### src/rtl/program_loader.sv
// Byte-stream program loader: packs UART bytes big-endian into words for instruction memory.
// Optional trailing XOR checksum byte when LOADER_CHECKSUM_EN is defined.
module program_loader #(
  parameter int ADDR_BITS = 8,
  parameter int DATA_BITS = 32,
  parameter logic [DATA_BITS-1:0] HALT_WORD = {DATA_BITS{1'b1}}
) (
  input  logic                 clk,
  input  logic                 rst,
  input  logic [7:0]           i_rx_data,
  input  logic                 i_rx_valid,
  input  logic                 i_load_start,
  output logic                 o_write_inst_mem,
  output logic [ADDR_BITS-1:0] o_inst_mem_addr,
  output logic [DATA_BITS-1:0] o_inst_mem_data,
  output logic                 o_loading,
  output logic                 o_load_done,
  output logic                 o_overflow,
  output logic                 o_checksum_err
);

  localparam int BPW = DATA_BITS / 8;
  localparam int CW  = (BPW > 1) ? $clog2(BPW) : 1;
  localparam logic [CW-1:0] LAST = CW'(BPW - 1);
  localparam logic [ADDR_BITS-1:0] ADDR_MAX = '1;

  typedef enum logic [2:0] {
    IDLE,
    RECV,
    WRITE,
`ifdef LOADER_CHECKSUM_EN
    CHECK,
`endif
    DONE
  } state_t;

  state_t state_q, state_d;

  logic [ADDR_BITS-1:0] addr_q;
  logic [ADDR_BITS-1:0] mem_addr_q;
  logic [DATA_BITS-1:0] shift_q;
  logic [DATA_BITS-1:0] mem_data_q;
  logic [CW-1:0]        cnt_q;
  logic                 ovf_q;
  logic [DATA_BITS-1:0] shift_nx;
  logic                 is_halt;
  logic                 last_byte;
  logic                 at_end;

  assign shift_nx  = {shift_q[DATA_BITS-9:0], i_rx_data};
  assign is_halt   = (mem_data_q == HALT_WORD);
  assign last_byte = (cnt_q == LAST);
  assign at_end    = (addr_q == ADDR_MAX);

  always_ff @(posedge clk) begin
    if (!rst) state_q <= IDLE;
    else      state_q <= state_d;
  end

  always_comb begin
    state_d = state_q;
    unique case (state_q)
      IDLE: if (i_load_start) state_d = RECV;
      RECV: if (i_rx_valid && last_byte) state_d = WRITE;
      WRITE: begin
        if (is_halt) begin
`ifdef LOADER_CHECKSUM_EN
          // a byte landing on the halt write is already the checksum
          state_d = i_rx_valid ? DONE : CHECK;
`else
          state_d = DONE;
`endif
        end else if (at_end) begin
          state_d = DONE;
        end else begin
          state_d = RECV;
        end
      end
`ifdef LOADER_CHECKSUM_EN
      CHECK: if (i_rx_valid) state_d = DONE;
`endif
      DONE: if (i_load_start) state_d = RECV;
      default: state_d = IDLE;
    endcase
  end

  always_comb begin
    o_write_inst_mem = 1'b0;
    o_loading        = 1'b0;
    o_load_done      = 1'b0;
    unique case (state_q)
      IDLE: ;
      RECV: o_loading = 1'b1;
      WRITE: begin
        o_loading        = 1'b1;
        o_write_inst_mem = rst;
      end
`ifdef LOADER_CHECKSUM_EN
      CHECK: o_loading = 1'b1;
`endif
      DONE: o_load_done = 1'b1;
      default: ;
    endcase
  end

  assign o_inst_mem_addr = mem_addr_q;
  assign o_inst_mem_data = mem_data_q;
  assign o_overflow      = ovf_q;

`ifdef LOADER_CHECKSUM_EN
  logic [7:0] chk_q;
  logic       cerr_q;
  assign o_checksum_err = cerr_q;
`else
  assign o_checksum_err = 1'b0;
`endif

  always_ff @(posedge clk) begin
    if (!rst) begin
      addr_q     <= '0;
      mem_addr_q <= '0;
      shift_q    <= '0;
      mem_data_q <= '0;
      cnt_q      <= '0;
      ovf_q      <= 1'b0;
`ifdef LOADER_CHECKSUM_EN
      chk_q      <= '0;
      cerr_q     <= 1'b0;
`endif
    end else begin
      unique case (state_q)
        IDLE, DONE: begin
          if (i_load_start) begin
            addr_q  <= '0;
            cnt_q   <= '0;
            shift_q <= '0;
            ovf_q   <= 1'b0;
`ifdef LOADER_CHECKSUM_EN
            chk_q   <= '0;
            cerr_q  <= 1'b0;
`endif
          end
        end
        RECV: begin
          if (i_rx_valid) begin
            shift_q <= shift_nx;
`ifdef LOADER_CHECKSUM_EN
            chk_q   <= chk_q ^ i_rx_data;
`endif
            if (last_byte) begin
              cnt_q      <= '0;
              mem_addr_q <= addr_q;
              mem_data_q <= shift_nx;
            end else begin
              cnt_q <= cnt_q + CW'(1);
            end
          end
        end
        WRITE: begin
          if (is_halt) begin
`ifdef LOADER_CHECKSUM_EN
            if (i_rx_valid) cerr_q <= (i_rx_data != chk_q);
`endif
          end else if (at_end) begin
            ovf_q <= 1'b1;
          end else begin
            addr_q <= addr_q + ADDR_BITS'(1);
            // the byte overlapping the write starts the next word
            if (i_rx_valid) begin
              shift_q <= shift_nx;
              cnt_q   <= cnt_q + CW'(1);
`ifdef LOADER_CHECKSUM_EN
              chk_q   <= chk_q ^ i_rx_data;
`endif
            end
          end
        end
`ifdef LOADER_CHECKSUM_EN
        CHECK: if (i_rx_valid) cerr_q <= (i_rx_data != chk_q);
`endif
        default: ;
      endcase
    end
  end

endmodule
### config.mk
export PLATFORM = sky130hd
export DESIGN_NAME = program_loader
export DESIGN_NICKNAME = d
export VERILOG_FILES = /design/src/rtl/program_loader.sv
export SDC_FILE = /design/constraint.sdc
export NUM_CORES = 1
export LEC_CHECK = 0
export BUFFER_PORTS_ARGS = -buffer_cell sky130_fd_sc_hd__buf_2
export CORE_MARGIN = 4
export CORE_UTILIZATION = 58
export CTS_BUF_LIST = sky130_fd_sc_hd__clkbuf_8
export DETAILED_ROUTE_END_ITERATION = 12
export GPL_TIMING_DRIVEN = 0
export PLACE_DENSITY = 0.87
export SLEW_MARGIN = 20
export SYNTH_ARGS = -nofsm -noshare
export SYNTH_HDL_FRONTEND = slang
export SYNTH_SLANG_ARGS = --single-unit
### constraint.sdc
create_clock -name clk -period 2.3 [get_ports clk]
set_input_delay 0.46 -clock clk [delete_from_list [all_inputs] [get_ports clk]]
set_output_delay 0.46 -clock clk [all_outputs]
set_load 0.01 [all_outputs]
=== Word level (Yosys, flattened, before mapping) ===
Index checks and enable logic that the tools add are counted.

* Register bits: 86
* Bits in latches: 0
* Memory bits (writable): 0
* Bits in read-only memories: 0
* Bits of input ports: 12
* Output and inout port bits: 45
* Logic and storage cells: 62
* Memories: 0

* Add/sub/neg operators: 2
* Multiply operators: 0
* Div/mod/pow operators: 0
* $lt $le $gt $ge: 0
* Equal/unequal tests: 13
* Shift operators: 0
* Mux-type cells: 28
* Bitwise operators: 0
* Reduce and logical (&&, ||, !) cells: 12

{| class="wikitable"
|+ Operators with widths
! cell !! number
|-
| $mux 32 || 4
|-
| $pmux 32 s3 || 1
|-
| $eq 32x32->1 const B || 1
|-
| $mux 8 || 3
|-
| $mux 2 || 8
|-
| $pmux 8 s2 || 1
|-
| $ne 2x2->1 const B || 6
|-
| $reduce_and 4->1 || 3
|-
| $pmux 3 s3 || 1
|-
| $add 8x1->8 const B || 1
|-
| $eq 8x8->1 const B || 1
|-
| $eq 3x2->1 const B || 2
|-
| $mux 1 || 6
|-
| $mux 3 || 2
|-
| $pmux 2 s3 || 1
|-
| $reduce_and 6->1 || 1
|-
| $reduce_or 2->1 || 2
|-
| $eq 3x1->1 const B || 1
|-
| $logic_not 3->1 || 1
|-
| $reduce_and 3->1 || 1
|-
| $reduce_bool 3->1 || 1
|-
| $add 2x1->2 const B || 1
|-
| $eq 2x2->1 const B || 1
|-
| $ne 2x1->1 const B || 1
|-
| other kinds (4) || 4
|}

=== Longest topological paths before layout ===
* Depth in word-level cells: 5
* Mapped depth: 9
* Depth with buffers taken out: 7

=== Worst setup path after synthesis ===
No wires, ideal clock.

* Path type: reg-to-reg
* Start: register state_q[0]
* End: register addr_q[4]
* Setup time: 0.122 ns
* Data arrival time: 1.688 ns
* Required time: 2.178 ns
* Setup slack: 0.490 ns
* Cell stages (with the launch flop): 8
* Path buffers: 1
* Period minus slack after synthesis: 1.810 ns
* Cell sequence: dfxtp_1 > inv_1 > ha_1 > buf_2 > nand2b_1 > o211ai_4 > nand2b_1 > a311o_1

* Cells in the longest elaborated chain, start to end: 4
* Elaborated cells between the ends (all ways): 10
* Those cells by class: 5 x eq/ne; 1 x mux; 4 x reduce/logical

{| class="wikitable"
|+ Ends and longest elaborated chain
! what !! RTL line !! RTL
|-
| from (decl) || 37 || <nowiki>state_t state_q, state_d;</nowiki>
|-
| from (signal assigned) || 57 || <nowiki>else state_q <= state_d;</nowiki>
|-
| $eq 3x2->1 / $logic_not 3->1 (equally long branches) || 131 || <nowiki>unique case (state_q)</nowiki>
|-
| $reduce_or 2->1 (no line) || -- ||
|-
| $ne 2x1->1 (no line) / $reduce_bool 2->1 (equally long branches) || -- ||
|-
| $reduce_and 4->1 (no line) || -- ||
|-
| to (signal assigned) || 167 || <nowiki>addr_q <= addr_q + ADDR_BITS'(1);</nowiki>
|-
| to (decl) || 39 || <nowiki>logic [ADDR_BITS-1:0] addr_q;</nowiki>
|}

Several ways; a longest one is shown, not always the timed one.
A chain may end at the register's enable or synchronous reset.

=== Final worst setup path ===
* Start: register mem_data_q[1], in the netlist o_inst_mem_data[1]
* End: register shift_q[18]

* Cells in the longest elaborated chain, start to end: 3

{| class="wikitable"
|+ Ends and longest elaborated chain
! what !! RTL line !! RTL
|-
| from (decl) || 42 || <nowiki>logic [DATA_BITS-1:0] mem_data_q;</nowiki>
|-
| from (signal assigned) || 153 || <nowiki>mem_data_q <= shift_nx;</nowiki>
|-
| $eq 32x32->1 || 51 || <nowiki>assign is_halt = (mem_data_q == HALT_WORD);</nowiki>
|-
| $ne 2x2->1 (no line) || -- ||
|-
| $reduce_and 4->1 (no line) || -- ||
|-
| to (signal assigned) || 146 || <nowiki>shift_q <= shift_nx;</nowiki>
|-
| to (signal assigned) || 170 || <nowiki>shift_q <= shift_nx;</nowiki>
|-
| to (decl) || 41 || <nowiki>logic [DATA_BITS-1:0] shift_q;</nowiki>
|}

Every way passes these cells.

==> flow_metrics.env <==
export IMPL_crit_top_cell="nand4_1"
export IMPL_place_gp_congestion=0.918
export IMPL_hold_viol_final=0
export IMPL_slew_violations=0
export IMPL_r2r_end="shift_q[18]"
export IMPL_setup_tns_ns=0
export IMPL_netSwitchingPower_mw=0.835
export IMPL_slowest_delay_ns=0.42
export IMPL_drive_above_1_share=0.183
export IMPL_cts_made_buffers=9
export IMPL_fin_area_um2=3960
export IMPL_clkTransAtPathRegs_ns=0.08
export IMPL_powerDensity_nw_per_um2=691
export IMPL_rsz0062_at_grt="false"
export IMPL_viasPerCell=5.81
export IMPL_htreeDepth=3
export IMPL_finalCriticalPeriod_ns=2.14
export IMPL_fillCellCount=422
export IMPL_yosysWarningCount=0
export IMPL_async_flop_share=0
export IMPL_fp_dieArea_um2=7220
export IMPL_fin_skew_ns=0.0114
export IMPL_synthesis_area_um2=3440
export IMPL_p_seq_frac=0.511
export IMPL_drv_cap=0
export IMPL_synth_ff_latch_count=77
export IMPL_cts_tree="built"
export IMPL_ant_nets=0
export IMPL_post_route_drc_count=0
export IMPL_setup_viol=0
export IMPL_place_area_um2=3800
export IMPL_hold_buffers=0
export IMPL_post_route_util=0.702
export IMPL_cp_endpoint="shift_q[18]"
export IMPL_hpwlAfterDp_mm=6.24
export IMPL_first_iter_violations=215
export IMPL_path_class="reg -> reg"
export IMPL_synth_cells=402
export IMPL_overflow=0
export IMPL_crit_slowest_cell="nor4_2"
export IMPL_endpoint_kind="register"
export IMPL_grt_usage=0.243
export IMPL_fmaxAchievable_mhz=468
export IMPL_dieWidth_um=85.0
export IMPL_wl_per_cell_um=15.7
export IMPL_pwr_share_comb=0.168
export IMPL_cp_max_fo=10
export IMPL_clockPowerShare=0.320
export IMPL_reg2reg_slack_ns=0.16
export IMPL_postCtsSetupBuffers=0
export IMPL_rr_worst_depth=7
export IMPL_reg2reg_from="o_inst_mem_data[1]"
export IMPL_ys_types=43
export IMPL_sw_frac_of_total=0.305
export IMPL_diodes=0
export IMPL_clockBufferDepth=2
export IMPL_hold_start="i_rx_data[7]"
export IMPL_status="complete, no violations"
export IMPL_cts_sinks=77
export IMPL_yosysSeqAreaShare=0.449
export IMPL_grt_pass1_vias=3011
export IMPL_pin_count=57
export IMPL_fp_row_count=27
export IMPL_crit_family="simple AND/OR/NAND/NOR gates"
export IMPL_port_buffer_count=54
export IMPL_start_util=0.609
export IMPL_clock_latency_ns=0.35
export IMPL_synth_flop_cell="dfxtp_1"
export IMPL_path_buf_inv=2
export IMPL_cp_start_kind="register"
export IMPL_route_final_wire_length_mm=8.51
export IMPL_total_power_mw=2.74
export IMPL_synth_edff_count=0
export IMPL_synthToLayoutAreaGrowth_pct=15.3
export IMPL_ir_drop_uv=429
export IMPL_syn_nets=419
export IMPL_drt_pass1_iterations=5
export IMPL_arrival_ns=2.37
export IMPL_fin_nets=482
export IMPL_setup_worst_path_start="o_inst_mem_data[1]"
export IMPL_path_cells="nand4_1 > nor4_2 > nand4_1 > buf_2 > buf_1 > nand4_1 > a21boi_0"
export IMPL_grt_antenna_before_repair=0
export IMPL_syn_avg_cell_area_um2=8.55
export IMPL_num_vias=3148
export IMPL_stdcell_count=542
export IMPL_grt_max_degree=20
export IMPL_path_depth=7
export IMPL_placed_cells=528
export IMPL_cts_root_buffer="clkbuf_8"
export IMPL_core_um2=5640
export IMPL_period_share=0.929
export IMPL_die_h_um=85.0
export IMPL_hp_class="in -> reg"
export IMPL_p_leak_nw=1.49
export IMPL_p_int_mw=1.90
export IMPL_critPathRequiredTime_ns=2.53
export IMPL_grt_pass1_wl_mm=14.2
[per-stage QoR]
stage	hold slack, ns	setup slack, ns
floorplan	0.437	0.490
global placement	0.448	0.214
detailed placement	0.454	0.176
CTS	0.378	0.0607
global route	0.390	0.0143
finish	0.390	0.164
[per-layer routing]
layer | global-route usage | vias up | share of wire
li1 | - | 1554 | -
met1 | 0.321 | 1432 | 0.44
met2 | 0.381 | 142 | 0.45
met3 | 0.0505 | 20 | 0.074
met4 | 0.109 | 0 | 0.028
met5 | 0 | - | 0
[state kept, by name, indices dropped and copies added, names as in the netlist]
signal,cells
addr_q,8
state_q,2
o_inst_mem_addr,8
o_inst_mem_data,32
o_overflow,1
cnt_q,2
shift_q,24
[layout make-up]
cell class                      instances  area [um2]  share of cell area
Tap cell                               72        90.1              0.0227
Clock buffer                            9         124              0.0313
Multi-Input combinational cell        285        1710               0.431
Timing Repair Buffer                   54         270              0.0682
Inverter                                5        21.3             0.00537
Sequential cell                        77        1540               0.389
Clock inverter                          7        43.8              0.0111
Buffer                                 33         161              0.0408
[power by group through the flow]
stage / Combinational (mW) / Clock [mW] / Sequential, mW
3_5_place_dp: 0.446 / 0 / 1.43
3_3_place_gp: 0.432 / 0 / 1.43
4_1_cts: 0.447 / 0.880 / 1.40
5_1_grt: 0.504 / 0.950 / 1.40
2_1_floorplan: 0.331 / 0 / 1.42
6_report: 0.460 / 0.876 / 1.40
[how the worst min path moves through the flow]
stage	to	slack, ns	depth (start not counted)
2_1_floorplan	o_inst_mem_data[28]	0.44	2
3_3_place_gp	o_inst_mem_data[25]	0.45	2
3_5_place_dp	o_inst_mem_addr[1]	0.45	2
4_1_cts	o_inst_mem_data[7]	0.38	3
5_1_grt	o_inst_mem_data[7]	0.39	3
6_report	o_inst_mem_data[7]	0.39	3
[worst min-delay path, delay by kind of cell]
family | cells | cell delay (ns)
simple gates | 1 | 0.05
buf+inv | 1 | 0.11
compound gates | 1 | 0.06
[layout by cell type, fill, tap and decap left out, drive strengths merged]
cell and instances:
o31ai 2, a211o 2, o211a 1, ha 5, and3 5, inv 6
o311ai 1, o21a 1, buf 64, nor3b 1, o21ai 28, dfxtp 77
nor3 3, clkinv 5, nand2 87, and2 4, a21boi 67, clkbuf 32
nand3 6, a21oi 2, nand2b 2, o211ai 4, a32o 3, nand4 34
conb 1, and4 2, and4b 1, nor4 1, o311a 1, nand4b 4
a311o 3, clkinvlp 1, mux2i 2, nor2 12
[synth_stat cells (2+ instances only)]
cell type / instances / area, um2
and4_1: 2 / 17.5
nand4b_1: 4 / 35.0
a311o_1: 3 / 30.0
a21oi_1: 2 / 10.0
a21boi_0: 63 / 473
o31ai_1: 2 / 15.0
nor2_1: 12 / 45.0
clkbuf_1: 23 / 86.3
and3_1: 5 / 31.3
buf_1: 2 / 7.51
a21boi_1: 4 / 30.0
clkbuf_2: 2 / 10.0
nand2b_1: 2 / 12.5
nand3_1: 5 / 25.0
nor3_1: 2 / 10.0
o211ai_1: 2 / 15.0
buf_2: 5 / 25.0
o21ai_0: 28 / 140
and2_1: 4 / 25.0
mux2i_1: 2 / 20.0
a32o_1: 3 / 30.0
ha_1: 5 / 62.6
a211o_1: 2 / 17.5
dfxtp_1: 77 / 1540
nand4_1: 34 / 213
inv_1: 4 / 15.0
nand2_1: 87 / 327
[logic make-up (layout without fill, tap and decap cells)]
logic type                 after synthesis  count (layout)  synth area share
DFF                                     77              77             0.449
muxes                                    2               2           0.00583
and+or+nand+nor                        162             162             0.230
other                                    1               1           0.00109
AOI/OAI and AO/OA                      115             115             0.242
adders and majority gates                5               5            0.0182
buffers and inverters                   40             108            0.0543
[repair_timing]
action | CTS | global route
setup endpoints to repair | 2 | 2
hold endpoints to repair | 0 | 0
resized for setup | 1 | 3
gates cloned | 0 | 0
pin swaps | 0 | 0
(Power assumes the default switching activity.)
